--- config.mk ---
export PLATFORM = sky130hd
export DESIGN_NAME = pipe_ctrl_unit
export DESIGN_NICKNAME = d
export VERILOG_FILES = /design/src/rtl/riscv_ctrl_pkg.sv /design/src/rtl/pipe_ctrl_unit_decode.sv /design/src/rtl/pipe_ctrl_unit.sv
export SDC_FILE = /design/constraint.sdc
export NUM_CORES = 1
export LEC_CHECK = 0
export BUFFER_PORTS_ARGS = -buffer_cell sky130_fd_sc_hd__buf_4
export CAP_MARGIN = 20
export CORE_MARGIN = 2
export CORE_UTILIZATION = 59
export CTS_BUF_LIST = sky130_fd_sc_hd__clkbuf_8
export DETAILED_ROUTE_END_ITERATION = 8
export GPL_TIMING_DRIVEN = 0
export PLACE_DENSITY = 0.86
export SYNTH_ARGS = -nofsm -noshare
export SYNTH_HDL_FRONTEND = slang
export SYNTH_HIERARCHICAL = 1
export SYNTH_SLANG_ARGS = --single-unit
--- constraint.sdc ---
create_clock -name clk -period 7.37 [get_ports clk]
set_input_delay 1.474 -clock clk [delete_from_list [all_inputs] [get_ports clk]]
set_output_delay 1.474 -clock clk [all_outputs]
set_load 0.005 [all_outputs]
--- src/rtl/riscv_ctrl_pkg.sv ---
// Shared definitions for the RV32I pipeline control path.
// Contents: opcode / funct3 constants, ALU operation codes, write-back and
// forwarding select encodings, the decoded control bundle (ctrl_t) with the
// slimmer bundles carried into MEM and WB, and a source-match helper used by
// the hazard logic.
package riscv_ctrl_pkg;

    localparam int REG_AW_P = 5;
    localparam int ALU_CW_P = 4;

    localparam logic [6:0] OP_R      = 7'b0110011;
    localparam logic [6:0] OP_IMM    = 7'b0010011;
    localparam logic [6:0] OP_LOAD   = 7'b0000011;
    localparam logic [6:0] OP_STORE  = 7'b0100011;
    localparam logic [6:0] OP_BRANCH = 7'b1100011;
    localparam logic [6:0] OP_JAL    = 7'b1101111;
    localparam logic [6:0] OP_JALR   = 7'b1100111;
    localparam logic [6:0] OP_LUI    = 7'b0110111;
    localparam logic [6:0] OP_AUIPC  = 7'b0010111;

    localparam logic [2:0] F3_ADD = 3'b000;
    localparam logic [2:0] F3_SR  = 3'b101;

    localparam logic [ALU_CW_P-1:0] ALU_ADD = 4'b0000;
    localparam logic [ALU_CW_P-1:0] ALU_SUB = 4'b1000;

    typedef enum logic [1:0] {
        WB_IMM = 2'b00,
        WB_ALU = 2'b01,
        WB_MEM = 2'b10,
        WB_PC4 = 2'b11
    } wb_sel_e;

    typedef enum logic [1:0] {
        FWD_RF  = 2'b00,
        FWD_WB  = 2'b01,
        FWD_MEM = 2'b10
    } fwd_e;

    // Full bundle as produced in ID and held in ID/EX. All-zero is a bubble.
    typedef struct packed {
        logic                alu_src_b;
        logic                alu_a_pc;
        logic [ALU_CW_P-1:0] alu_ctrl;
        logic                branch;
        logic                jal;
        logic                jalr;
        logic                mem_read;
        logic                mem_write;
        wb_sel_e             wb_sel;
        logic                rd_wen;
        logic [REG_AW_P-1:0] rd;
        logic [REG_AW_P-1:0] rs1;
        logic [REG_AW_P-1:0] rs2;
        logic                use_rs1;
        logic                use_rs2;
    } ctrl_t;

    // Only the fields still needed downstream travel into MEM and WB.
    typedef struct packed {
        logic                mem_read;
        logic                mem_write;
        wb_sel_e             wb_sel;
        logic                rd_wen;
        logic [REG_AW_P-1:0] rd;
    } mem_t;

    typedef struct packed {
        wb_sel_e             wb_sel;
        logic                rd_wen;
        logic [REG_AW_P-1:0] rd;
    } wb_t;

    // True when a stage that writes rd feeds a source register the ID
    // instruction actually reads. rd_wen is already clear for rd=x0.
    function automatic logic src_hit(ctrl_t id, logic wen, logic [REG_AW_P-1:0] rd);
        return wen && ((id.use_rs1 && (id.rs1 == rd)) || (id.use_rs2 && (id.rs2 == rd)));
    endfunction

endpackage

--- src/rtl/pipe_ctrl_unit_decode.sv ---
// ctrl_decode: combinational RV32I main decoder.
// Ports:
//   instr   in  32  instruction word in ID
//   ctrl    out     decoded control bundle (all zero for an unknown opcode)
//   illegal out 1   opcode not recognised
module ctrl_decode
    import riscv_ctrl_pkg::*;
(
    input  logic [31:0] instr,
    output ctrl_t       ctrl,
    output logic        illegal
);

    logic [6:0] opcode;
    logic [2:0] funct3;
    logic       f7b5;
    logic       unused_bits;

    assign opcode = instr[6:0];
    assign funct3 = instr[14:12];
    assign f7b5   = instr[30];
    // Remaining funct7 bits do not affect control.
    assign unused_bits = ^{instr[31], instr[29:25]};

    always_comb begin
        ctrl    = '0;
        illegal = 1'b0;
        ctrl.rd  = instr[11:7];
        ctrl.rs1 = instr[19:15];
        ctrl.rs2 = instr[24:20];
        case (opcode)
            OP_R: begin
                ctrl.alu_src_b = 1'b1;
                ctrl.alu_ctrl  = {f7b5, funct3};
                ctrl.wb_sel    = WB_ALU;
                ctrl.rd_wen    = 1'b1;
                ctrl.use_rs1   = 1'b1;
                ctrl.use_rs2   = 1'b1;
            end
            OP_IMM: begin
                // funct7[5] only distinguishes SRAI from SRLI; elsewhere it is immediate.
                ctrl.alu_ctrl = {(funct3 == F3_SR) ? f7b5 : 1'b0, funct3};
                ctrl.wb_sel   = WB_ALU;
                ctrl.rd_wen   = 1'b1;
                ctrl.use_rs1  = 1'b1;
            end
            OP_LOAD: begin
                ctrl.alu_ctrl = ALU_ADD;
                ctrl.mem_read = 1'b1;
                ctrl.wb_sel   = WB_MEM;
                ctrl.rd_wen   = 1'b1;
                ctrl.use_rs1  = 1'b1;
            end
            OP_STORE: begin
                ctrl.alu_ctrl  = ALU_ADD;
                ctrl.mem_write = 1'b1;
                ctrl.use_rs1   = 1'b1;
                ctrl.use_rs2   = 1'b1;
            end
            OP_BRANCH: begin
                ctrl.alu_src_b = 1'b1;
                ctrl.alu_ctrl  = ALU_SUB;
                ctrl.branch    = 1'b1;
                ctrl.use_rs1   = 1'b1;
                ctrl.use_rs2   = 1'b1;
            end
            OP_JAL: begin
                ctrl.jal      = 1'b1;
                ctrl.alu_a_pc = 1'b1;
                ctrl.wb_sel   = WB_PC4;
                ctrl.rd_wen   = 1'b1;
            end
            OP_JALR: begin
                ctrl.jalr     = 1'b1;
                ctrl.alu_ctrl = ALU_ADD;
                ctrl.wb_sel   = WB_PC4;
                ctrl.rd_wen   = 1'b1;
                ctrl.use_rs1  = 1'b1;
            end
            OP_LUI: begin
                ctrl.wb_sel = WB_IMM;
                ctrl.rd_wen = 1'b1;
            end
            OP_AUIPC: begin
                ctrl.alu_a_pc = 1'b1;
                ctrl.alu_ctrl = ALU_ADD;
                ctrl.wb_sel   = WB_ALU;
                ctrl.rd_wen   = 1'b1;
            end
            default: begin
                ctrl    = '0;
                illegal = 1'b1;
            end
        endcase
        // x0 is hard-wired; never write it and never let it raise a hazard.
        if (ctrl.rd == '0) begin
            ctrl.rd_wen = 1'b0;
        end
    end

endmodule

--- src/rtl/pipe_ctrl_unit.sv ---
// pipe_ctrl_unit: control path of the 5-stage RV32I core.
// Decodes the ID instruction, carries the control bundle through ID/EX,
// EX/MEM and MEM/WB, and generates forwarding selects, load-use / RAW stalls
// and branch/jump flushes.
// Ports:
//   clk, rst                 clock, synchronous active-high reset
//   instr_ID, instr_valid_ID instruction in ID and its valid flag
//   br_taken_EX              branch in EX resolved taken
//   stall_IF, flush_IF       hold / invalidate PC and IF/ID
//   illegal_ID               unknown opcode in ID (combinational)
//   *_EX                     control for the EX instruction (+ fwd selects)
//   mem_read_MEM, mem_write_MEM  data-memory strobes
//   wb_sel_WB, rd_wen_WB, rd_WB  register-file write-back control
//
// Handshake: instr_valid_ID acts as "valid" for the IF/ID slot and !stall_IF as
// "ready"; the ID instruction is consumed on a rising edge only when
// instr_valid_ID=1 and stall_IF=0, otherwise the fetch side must hold it.
// A flush consumes nothing: the ID slot is discarded.
module pipe_ctrl_unit
    import riscv_ctrl_pkg::*;
#(
    parameter int MEM_LAT = 1,
    parameter int FWD_EN  = 1,
    parameter int REG_AW  = 5,
    parameter int ALU_CW  = 4
) (
    input  logic              clk,
    input  logic              rst,
    input  logic [31:0]       instr_ID,
    input  logic              instr_valid_ID,
    input  logic              br_taken_EX,
    output logic              stall_IF,
    output logic              flush_IF,
    output logic              illegal_ID,
    output logic              alu_src_b_EX,
    output logic              alu_a_pc_EX,
    output logic [ALU_CW-1:0] alu_ctrl_EX,
    output logic              branch_EX,
    output logic              jal_EX,
    output logic              jalr_EX,
    output logic [1:0]        fwd_a_EX,
    output logic [1:0]        fwd_b_EX,
    output logic              mem_read_MEM,
    output logic              mem_write_MEM,
    output logic [1:0]        wb_sel_WB,
    output logic              rd_wen_WB,
    output logic [REG_AW-1:0] rd_WB
);

    ctrl_t      dec_c;
    ctrl_t      id_c;
    ctrl_t      ex_q;
    mem_t       mem_q;
    wb_t        wb_q;
    logic       dec_illegal;
    logic       flush;
    logic       load_use;
    logic       raw_stall;
    logic       stall;
    logic [1:0] stall_cnt;

    ctrl_decode u_decode (
        .instr   (instr_ID),
        .ctrl    (dec_c),
        .illegal (dec_illegal)
    );

    // An empty slot or an illegal opcode enters the pipe as a bubble.
    assign id_c       = (instr_valid_ID && !dec_illegal) ? dec_c : '0;
    assign illegal_ID = instr_valid_ID && dec_illegal;

    assign flush = br_taken_EX || ex_q.jal || ex_q.jalr;

    always_comb begin
        load_use  = 1'b0;
        raw_stall = 1'b0;
        if (FWD_EN != 0) begin
            load_use = ex_q.mem_read && src_hit(id_c, ex_q.rd_wen, ex_q.rd);
        end else begin
            raw_stall = src_hit(id_c, ex_q.rd_wen, ex_q.rd)
                     || src_hit(id_c, mem_q.rd_wen, mem_q.rd)
                     || src_hit(id_c, wb_q.rd_wen, wb_q.rd);
        end
        // A redirect discards the ID instruction anyway, so it overrides any stall.
        stall = !flush && (load_use || raw_stall || (stall_cnt != 2'd0));
    end

    always_ff @(posedge clk) begin
        if (rst) begin
            ex_q      <= '0;
            mem_q     <= '0;
            wb_q      <= '0;
            stall_cnt <= 2'd0;
        end else begin
            ex_q  <= (flush || stall) ? '0 : id_c;
            mem_q <= '{mem_read: ex_q.mem_read, mem_write: ex_q.mem_write,
                       wb_sel: ex_q.wb_sel, rd_wen: ex_q.rd_wen, rd: ex_q.rd};
            wb_q  <= '{wb_sel: mem_q.wb_sel, rd_wen: mem_q.rd_wen, rd: mem_q.rd};
            // First load-use bubble comes from the hazard itself; the counter
            // supplies the remaining MEM_LAT-1 while the load moves into MEM.
            if (flush) begin
                stall_cnt <= 2'd0;
            end else if (stall_cnt != 2'd0) begin
                stall_cnt <= stall_cnt - 2'd1;
            end else if (load_use) begin
                stall_cnt <= 2'(MEM_LAT - 1);
            end
        end
    end

    // MEM beats WB (younger result); a load in MEM has no data yet to forward.
    always_comb begin
        fwd_a_EX = FWD_RF;
        fwd_b_EX = FWD_RF;
        if (FWD_EN != 0) begin
            if (ex_q.use_rs1) begin
                if (mem_q.rd_wen && !mem_q.mem_read && (mem_q.rd == ex_q.rs1)) begin
                    fwd_a_EX = FWD_MEM;
                end else if (wb_q.rd_wen && (wb_q.rd == ex_q.rs1)) begin
                    fwd_a_EX = FWD_WB;
                end
            end
            if (ex_q.use_rs2) begin
                if (mem_q.rd_wen && !mem_q.mem_read && (mem_q.rd == ex_q.rs2)) begin
                    fwd_b_EX = FWD_MEM;
                end else if (wb_q.rd_wen && (wb_q.rd == ex_q.rs2)) begin
                    fwd_b_EX = FWD_WB;
                end
            end
        end
    end

    assign stall_IF      = stall;
    assign flush_IF      = flush;
    assign alu_src_b_EX  = ex_q.alu_src_b;
    assign alu_a_pc_EX   = ex_q.alu_a_pc;
    assign alu_ctrl_EX   = ex_q.alu_ctrl;
    assign branch_EX     = ex_q.branch;
    assign jal_EX        = ex_q.jal;
    assign jalr_EX       = ex_q.jalr;
    assign mem_read_MEM  = mem_q.mem_read;
    assign mem_write_MEM = mem_q.mem_write;
    assign wb_sel_WB     = wb_q.wb_sel;
    assign rd_wen_WB     = wb_q.rd_wen;
    assign rd_WB         = wb_q.rd;

endmodule

=== Yosys cells after proc, flatten, opt, wreduce, memory -nomap -nowiden ===
Index checks and enable logic that the tools add are counted.

* Bits in registers: 51
* Output and inout bits: 26
* Word-level logic and storage cells: 98

* Add/subtract/negate cells: 1
* Equality and inequality tests: 16
* Multiplexer cells: 23
* Bitwise operators: 1
* Reduce and logical (&&, ||, !) cells: 33

{| class="wikitable"
|+ Operators by type and width
! kind !! count
|-
| $eq A5 B5 Y1 || 6
|-
| $eq A7 B6 Y1 const B || 3
|-
| $eq A7 B7 Y1 const B || 3
|-
| $mux W15 || 1
|-
| $eq A7 B5 Y1 const B || 2
|-
| $mux W1 || 13
|-
| $logic_and A1 B1 Y1 || 12
|-
| $mux W12 || 1
|-
| $mux W2 || 6
|-
| $pmux W3 S4 || 1
|-
| $pmux W4 S3 || 1
|-
| $reduce_or A2 Y1 || 5
|-
| $reduce_or A3 Y1 || 3
|-
| $reduce_or A9 Y1 || 1
|-
| $eq A7 B2 Y1 const B || 1
|-
| $reduce_or A6 Y1 || 1
|-
| $logic_not A5 Y1 || 1
|-
| $logic_or A1 B1 Y1 || 5
|-
| $reduce_bool A2 Y1 || 2
|-
| $reduce_or A4 Y1 || 1
|-
| $eq A3 B3 Y1 const B || 1
|-
| $logic_not A1 Y1 || 2
|-
| $sub A2 B1 Y2 const B || 1
|-
| $not A1 Y1 || 1
|}

=== Logic depth before layout (Yosys ltp) ===
Gate-level depths: netlist of the first run.

* Word-level depth: 13
* Depth in mapped cells: 10

=== Modules after synthesis ===
Netlist of the first run, hierarchy kept.

{| class="wikitable"
|+ Modules (own cells, without submodules)
! module !! instances !! cells each !! area each (µm²)
|-
| pipe_ctrl_unit || 1 || 173 || 2219.6
|-
| ctrl_decode || 1 || 65 || 465.4
|}

=== Worst setup path after synthesis of the first run ===
No wires, ideal clock.

* Path kind: in2out
* Start: in instr_ID[5]
* End: out stall_IF
* Data arrival time: 3.069 ns
* Data required time: 5.896 ns
* Setup slack: 2.827 ns
* Cell stages on the path: 9
* Buffers on the path: 2
* Cells stage by stage: buf_4 -> nand3b_4 -> a211o_4 -> buf_6 -> a21boi_1 -> xnor2_1 -> nand2_1 -> nor4_4 -> o41a_1

{| class="wikitable"
|+ RTL lines
! item !! line !! source
|-
| start: declaration || pipe_ctrl_unit.sv:29 || <nowiki>input logic [31:0] instr_ID,</nowiki>
|-
| end: declaration || pipe_ctrl_unit.sv:32 || <nowiki>output logic stall_IF,</nowiki>
|}

==> results of run 1 <==
==> path summary, 6_finish.rpt <==
kind	start	end	slack [ns]	cells after the start
worst max register to register	ex_q[13]$_SDFF_PP0_	ex_q[3]$_SDFF_PP0_	5.84	5
worst min-delay path	mem_q[6]$_SDFF_PP0_	wb_sel_WB[0]$_SDFF_PP0_	0.44	1
worst min register to register	mem_q[6]$_SDFF_PP0_	wb_sel_WB[0]$_SDFF_PP0_	0.44	1
worst max-delay path	instr_ID[6]	stall_IF	2.31	11
==> kinds of logic (layout without fill, tap and decap cells) <==
family	count (synthesis)	in the layout
flops	51	51
buf+inv	23	85
xor+xnor	31	31
simple gates	106	106
compound gates	27	27
==> power groups by stage <==
| stage | clock [mW] | combinational [mW] | sequential [mW] |
|---|---|---|---|
| 4_1_cts | 0.173 | 0.0389 | 0.275 |
| 6_report | 0.169 | 0.0390 | 0.275 |
| 2_1_floorplan | 0 | 0.0189 | 0.282 |
| 3_5_place_dp | 0 | 0.0385 | 0.282 |
| 5_1_grt | 0.183 | 0.0417 | 0.275 |
| 3_3_place_gp | 0 | 0.0377 | 0.282 |
==> placed cells by master (no fill, tap or decap), types with 2 or more instances in the layout <==
| master | n |
|---|---|
| a21oi_1 | 3 |
| a21boi_0 | 5 |
| and2_1 | 6 |
| nor4_4 | 2 |
| nor3_1 | 9 |
| nor4b_2 | 31 |
| nand4_1 | 6 |
| xor2_1 | 5 |
| a21boi_1 | 8 |
| nand2_1 | 3 |
| nand3_1 | 5 |
| xnor2_1 | 26 |
| inv_1 | 2 |
| a21boi_2 | 2 |
| nor2_1 | 6 |
| nor4_1 | 2 |
| buf_4 | 60 |
| dfxtp_1 | 51 |
| buf_6 | 11 |
| inv_2 | 2 |
| clkbuf_8 | 6 |
| nor2b_1 | 21 |
==> through the flow <==
step           total power [mW]  instance area, sq um  hold WS, ns  instances  utilization [%]
3_3_place_gp              0.320                  3160        0.417        344             72.0
3_5_place_dp              0.320                  3160        0.429        344             72.0
2_1_floorplan             0.301                  2690        0.414        238                -
6_report                  0.483                  3250        0.443        352             74.2
5_1_grt                   0.500                  3250        0.465        352             74.2
4_1_cts                   0.487                  3250        0.450        352             74.2
==> registers in the layout (all words and copies together), names as in the netlist, 2 cells and up <==
signal / cells
stall_cnt: 2
wb_sel_WB: 2
rd_WB: 5
mem_q: 8
alu_ctrl_EX: 4
ex_q: 22
==> layer usage <==
layer | GRT usage (%) | vias up | wire length [um]
li1 | - | 965 | -
met1 | 28.3 | 912 | 2450
met2 | 37.7 | 48 | 2700
met3 | 3.66 | 10 | 211
met4 | 10.7 | 0 | 109
met5 | 0 | - | 0
==> cell usage after synthesis (3+ instances only) <==
| library cell | count |
|---|---|
| buf_4 | 6 |
| xnor2_1 | 26 |
| nand4_1 | 6 |
| and2_1 | 6 |
| nor2_1 | 6 |
| a21boi_1 | 8 |
| nand3_1 | 5 |
| xor2_1 | 5 |
| a21boi_0 | 5 |
| dfxtp_1 | 51 |
| a21oi_1 | 3 |
| buf_6 | 11 |
| nor4b_2 | 31 |
| nand2_1 | 3 |
| nor3_1 | 9 |
| nor2b_1 | 21 |
==> cell type report <==
| cell class | count | area [sq um] |
|---|---|---|
| plain buffers | 19 | 178 |
| clock buffers | 6 | 82.6 |
| clock inverters | 2 | 16.3 |
| fillers | 332 | 1130 |
| inverters | 4 | 15.0 |
| multi-input cells | 164 | 1470 |
| flip-flops and latches | 51 | 1020 |
| well taps | 52 | 65.1 |
| repair buffers | 54 | 405 |
==> reports/qor.txt, run 1 <==
post-synthesis mux area share: 0%
Crit path top cell by count: buf_4
CP Capture Type: output pin
maximum VDD drop: 0.108 mV
final RePlAce weighted congestion: 0.969
area leader, netlist: dfxtp_1
total track usage: 22.5%
Max Transition Viols Final: 0
worst path arrival time: 3.59 ns
Synth Area in XOR/XNOR: 10.1%
CP bufs+invs: 4
CP Cell Sequence: buf_4 > buf_4 > nor2_4 > o2111ai_2 > buf_6 > a21boi_1 > xnor2_1 > nand3_1 > nor4_4 > o41a_1 > buf_4
Tightest Pin Transition: 0.482 ns
Pre-antenna DRT Iters: 4
setup slack at placement: 2.32 ns
Post-synth ARST share: 0%
delay-heaviest family, CP: simple AND/OR/NAND/NOR gates
most common flop cell mapped by yosys: dfxtp_1
area added between synthesis and finish: 21.2%
status: complete, no violations
max incr delay on CP: 0.37 ns
CTS tree: done
Synth Cell Area: 2690 sq um
Req. time, crit path: 5.90 ns
period utilisation layout: 68.7%
YS warnings: 6
clock buffer depth: 2
Post-Route WL: 5470 um
Critical Path Start Type: primary input
layout cells sized above 1: 42.3%
detailed-route wire length per cell: 15.5 um
Int Power: 372 uW
clk slew on worst S/H paths: 0.09 ns
syn nets: 274
CTS Buf Count: 5
Clock Latency Late Sink: 0.31 ns
detailed placement HPWL: 4200 um
Max Clock Freq: 198 MHz
combinational family with the most area after synthesis: simple AND/OR/NAND/NOR gates
MaxCap Viol Count: 0
skew final: 0.00612 ns
synthesized instance count: 238
I/O pin count: 62
# H-tree levels: 2
Buffers on Ports: 54
clock power share: 34.9%
PD cells: 148 nW/um^2
First DRT Iteration DRCs: 62
setup bufs post-CTS: 0
Yosys cell types: 47
CTS Sinks: 51
setup TNS: 0 ns
Chip Width: 71.5 um
Final nets: 335
Max Fanout on Critical Path: 10
overflow left after global routing: 0
sequential power share: 57.0%
min cycle time layout: 5.06 ns
worst min-delay path category: flip-flop to flip-flop
Die H: 71.5 um
synthesized area per cell: 11.3 sq um
vias in the first global route: 1851
adder-cell area share of the yosys netlist: 0%
Root Buffer: clkbuf_8
DRC: 0
initial antenna violation count: 0
Synth Area in Compound Gates: 8.25%
Post-Synth Simple-Gate Area: 36.4%
die footprint: 5110 sq um
final hold violations: 0
Logic pwr share: 8.1%
Pleak: 1.20 nW
NetSw: 111 uW
critical path class: primary input to output pin
Crit-path slowest cell: nor4_4
# rows: 24
final setup fails: 0
worst rel slew slack: 67.9%
largest net degree at the start of global routing: 17
largest cells by area after synthesis: dfxtp_1, nor4b_2, xnor2_1, nor2b_1, buf_6
Seq/Total Area, Yosys: 38.0%
Vias/cell: 5.50
unrepaired setup endpoints after global routing: no
final worst slack: 2.31 ns
switching power share of the total: 22.9%
Antenna Nets Post-Route: 0
Initial Utilization: 61.2%
ANT cells: 0
Yosys reg bits: 51
post-synth top area share: 38.0%
Core Area: 4380 sq um
EDFF count, synth: 0
hold buffers post-CTS: 0
post_cts resized: 0
vias post-DR: 1935
global-route wire length before repair: 8850 um
Note: power is estimated with default switching activity, not from simulation.
==> run 2, diff against run 1 <==
--- a/config.mk
+++ b/config.mk
@@ -8,11 +8,11 @@
 export BUFFER_PORTS_ARGS = -buffer_cell sky130_fd_sc_hd__buf_4
 export CAP_MARGIN = 20
 export CORE_MARGIN = 2
-export CORE_UTILIZATION = 59
+export CORE_UTILIZATION = 56
 export CTS_BUF_LIST = sky130_fd_sc_hd__clkbuf_8
 export DETAILED_ROUTE_END_ITERATION = 8
 export GPL_TIMING_DRIVEN = 0
-export PLACE_DENSITY = 0.86
+export PLACE_DENSITY = 0.82
 export SYNTH_ARGS = -nofsm -noshare
 export SYNTH_HDL_FRONTEND = slang
 export SYNTH_HIERARCHICAL = 1
==> constraint.sdc (replaced) <==
create_clock -name clk -period 5.3 [get_ports clk]
set_input_delay 1.06 -clock clk [delete_from_list [all_inputs] [get_ports clk]]
set_output_delay 1.06 -clock clk [all_outputs]
set_load 0.005 [all_outputs]
==> reports/qor.txt, run 2 (same netlist as run 1, synthesis figures left out) <==
Buffers on Ports: 54 (unchanged)
clock buffer depth: 2 (unchanged)
worst path arrival time: 3.19 ns (was 3.59 ns)
Clock Latency Late Sink: 0.31 ns (about the same)
Int Power: 552 uW (was 372 uW)
Setup crit end: stall_IF (unchanged)
area added between synthesis and finish: 21.8% (was 21.2%)
Crit-path slowest cell: nor4_4 (unchanged)
die footprint: 5360 sq um (was 5110 sq um)
sequential power share: 54.3% (was 57.0%)
dpl cell area: 3160 sq um (about the same)
max incr delay on CP: 0.44 ns (was 0.37 ns)
Core Area: 4660 sq um (was 4380 sq um)
CTS tree: done (unchanged)
I/O pin count: 62 (unchanged)
Tightest Pin Transition: 0.464 ns (was 0.482 ns)
detailed placement HPWL: 4180 um (was 4200 um)
Initial Utilization: 57.6% (was 61.2%)
worst rel slew slack: 68.8% (was 67.9%)
switching power share of the total: 21.8% (was 22.9%)
MaxCap Viol Count: 0 (unchanged)
CTS Sinks: 51 (unchanged)
skew final: 0.00689 ns (was 0.00612 ns)
Root Buffer: clkbuf_8 (unchanged)
largest net degree at the start of global routing: 17 (unchanged)
Pre-antenna DRT Iters: 4 (unchanged)
Final nets: 335 (unchanged)
final setup fails: 0 (unchanged)
Max Fanout on Critical Path: 10 (unchanged)
CP Capture Type: output pin (unchanged)
setup bufs post-CTS: 0 (unchanged)
total track usage: 21.3% (was 22.5%)
top sig layer: met4 (unchanged)
# H-tree levels: 2 (unchanged)
Met1 Wirelength: 2490 um (was 2450 um)
most frequent cells in the layout: buf_4, dfxtp_1, nor4b_2 (unchanged)
max reg flops: 22 (unchanged)
Max Clock Freq: 235 MHz
DRC: 0 (unchanged)
final instance area: 3270 sq um (was 3250 sq um)
post_cts resized: 0 (unchanged)
maximum VDD drop: 0.126 mV (was 0.108 mV)
final hold violations: 0 (unchanged)
CP Cell Sequence: buf_4 > buf_4 > nor2_4 > o2111ai_2 > buf_6 > a21boi_1 > xnor2_1 > nand2_1 > nor4_4 > o41a_1 > buf_4 (was buf_4 > buf_4 > nor2_4 > o2111ai_2 > buf_6 > a21boi_1 > xnor2_1 > nand3_1 > nor4_4 > o41a_1 > buf_4)
Chip Width: 73.2 um (was 71.5 um)
Max Transition Viols Final: 0 (unchanged)
status: complete, no violations (unchanged)
Worst R2R End: ex_q[4]$_SDFF_PP0_ (was ex_q[3]$_SDFF_PP0_)
met3 wire len: 187 um (was 211 um)
PD cells: 216 nW/um^2 (was 148 nW/um^2)
initial antenna violation count: 0 (unchanged)
most common cell after layout, fill and taps aside: buf_4 (unchanged)
global-route wire length before repair: 8600 um (was 8850 um)
Req. time, crit path: 4.24 ns (was 5.90 ns)
ANT cells: 0 (unchanged)
Crit path top cell by count: buf_4 (unchanged)
Antenna Nets Post-Route: 0 (unchanged)
Worst Setup SP: instr_ID[6] (unchanged)
layout cells sized above 1: 42.3% (unchanged)
clk slew on worst S/H paths: 0.09 ns (about the same)
Post-Route WL: 5400 um (was 5470 um)
worst min-delay path category: flip-flop to flip-flop (unchanged)
Logic pwr share: 7.6% (was 8.1%)
Critical Path Start Type: primary input (unchanged)
Vias/cell: 5.42 (was 5.50)
vias post-DR: 1920 (was 1935)
final RePlAce weighted congestion: 0.872 (was 0.969)
min cycle time layout: 4.25 ns
# rows: 25 (was 24)
cell depth of the worst flop-to-flop path: 5 (unchanged)
r2r setup slk: 3.76 ns (was 5.84 ns)
CTS Buf Count: 5 (unchanged)
NetSw: 154 uW (was 111 uW)
fillcell total: 351 (was 332)
met2 wire length: 2660 um (was 2700 um)
R2R Path Start: ex_q[14]$_SDFF_PP0_ (was ex_q[13]$_SDFF_PP0_)
Pleak: 1.21 nW (was 1.20 nW)
Top reg by flops: ex_q (unchanged)
Die H: 73.2 um (was 71.5 um)
overflow left after global routing: 0 (unchanged)
clock power share: 38.1% (was 34.9%)
period utilisation layout: 80.2%
vias in the first global route: 1839 (was 1851)
hold buffers post-CTS: 0 (unchanged)
setup TNS: 0 ns (unchanged)
detailed-route wire length per cell: 15.3 um (was 15.5 um)
First DRT Iteration DRCs: 63 (was 62)
critical path class: primary input to output pin (unchanged)
unrepaired setup endpoints after global routing: no (unchanged)
==> run 2: cell count changes in the layout (fill, tap and decap cells not counted) <==
cell and change:
clkbuf_8 -1, clkinvlp_4 -1, bufinv_16 +1, clkinv_2 +1
==> run 2: per-layer routing <==
layer / track usage [%] / up-vias
li1: - / 965
met1: 27.6 / 909
met2: 35.5 / 37
met3: 4.42 / 9
met4: 6.38 / 0
met5: 0 / -
==> run 2: power by group through the flow <==
stage	Combinational [mW]	Sequential [mW]	Clock [mW]
6_report	0.0539	0.383	0.269
5_1_grt	0.0576	0.383	0.289
4_1_cts	0.0538	0.383	0.274
3_5_place_dp	0.0535	0.392	0
3_3_place_gp	0.0530	0.392	0
2_1_floorplan	0.0263	0.392	0
==> run 2: critical path: cells and delay by family <==
family                 cells  cell delay (ns)
buffers and inverters      4             0.63
AND/OR/NAND/NOR            3             0.70
AO/OA/AOI/OAI              3             0.63
XOR/XNOR                   1             0.16
==> run 2: cell type report <==
cell class	instances	area [sq um]	area share, %
plain buffers	19	178	5.43
clock buffers	5	68.8	2.10
clock inverters	3	43.8	1.34
inverters	4	15.0	0.459
multi-input cells	164	1470	45.0
flip-flops and latches	51	1020	31.2
well taps	54	67.6	2.07
repair buffers	54	405	12.4
==> run 2: worst min-delay path by stage <==
stage	start	end	slack, ns	depth (start not counted)
6_report	ex_q[18]$_SDFF_PP0_	mem_q[6]$_SDFF_PP0_	0.45	1
5_1_grt	ex_q[18]$_SDFF_PP0_	mem_q[6]$_SDFF_PP0_	0.47	1
4_1_cts	mem_q[6]$_SDFF_PP0_	wb_sel_WB[0]$_SDFF_PP0_	0.46	1
3_5_place_dp	ex_q[18]$_SDFF_PP0_	mem_q[6]$_SDFF_PP0_	0.44	1
3_3_place_gp	ex_q[19]$_SDFF_PP0_	mem_q[7]$_SDFF_PP0_	0.42	1
2_1_floorplan	ex_q[18]$_SDFF_PP0_	mem_q[6]$_SDFF_PP0_	0.41	1
==> run 2: through the flow <==
step / cells / setup WS, ns / power, mW / hold WS (ns) / utilization [%]
finish: 354 / 1.05 / 0.706 / 0.450 / 70.2
global route: 354 / 0.880 / 0.730 / 0.472 / 70.2
floorplan: 238 / 1.59 / 0.418 / 0.414 / -
detailed placement: 346 / 1.07 / 0.446 / 0.437 / 67.8
global placement: 346 / 1.08 / 0.445 / 0.416 / 67.8
CTS: 354 / 1.05 / 0.711 / 0.458 / 70.2
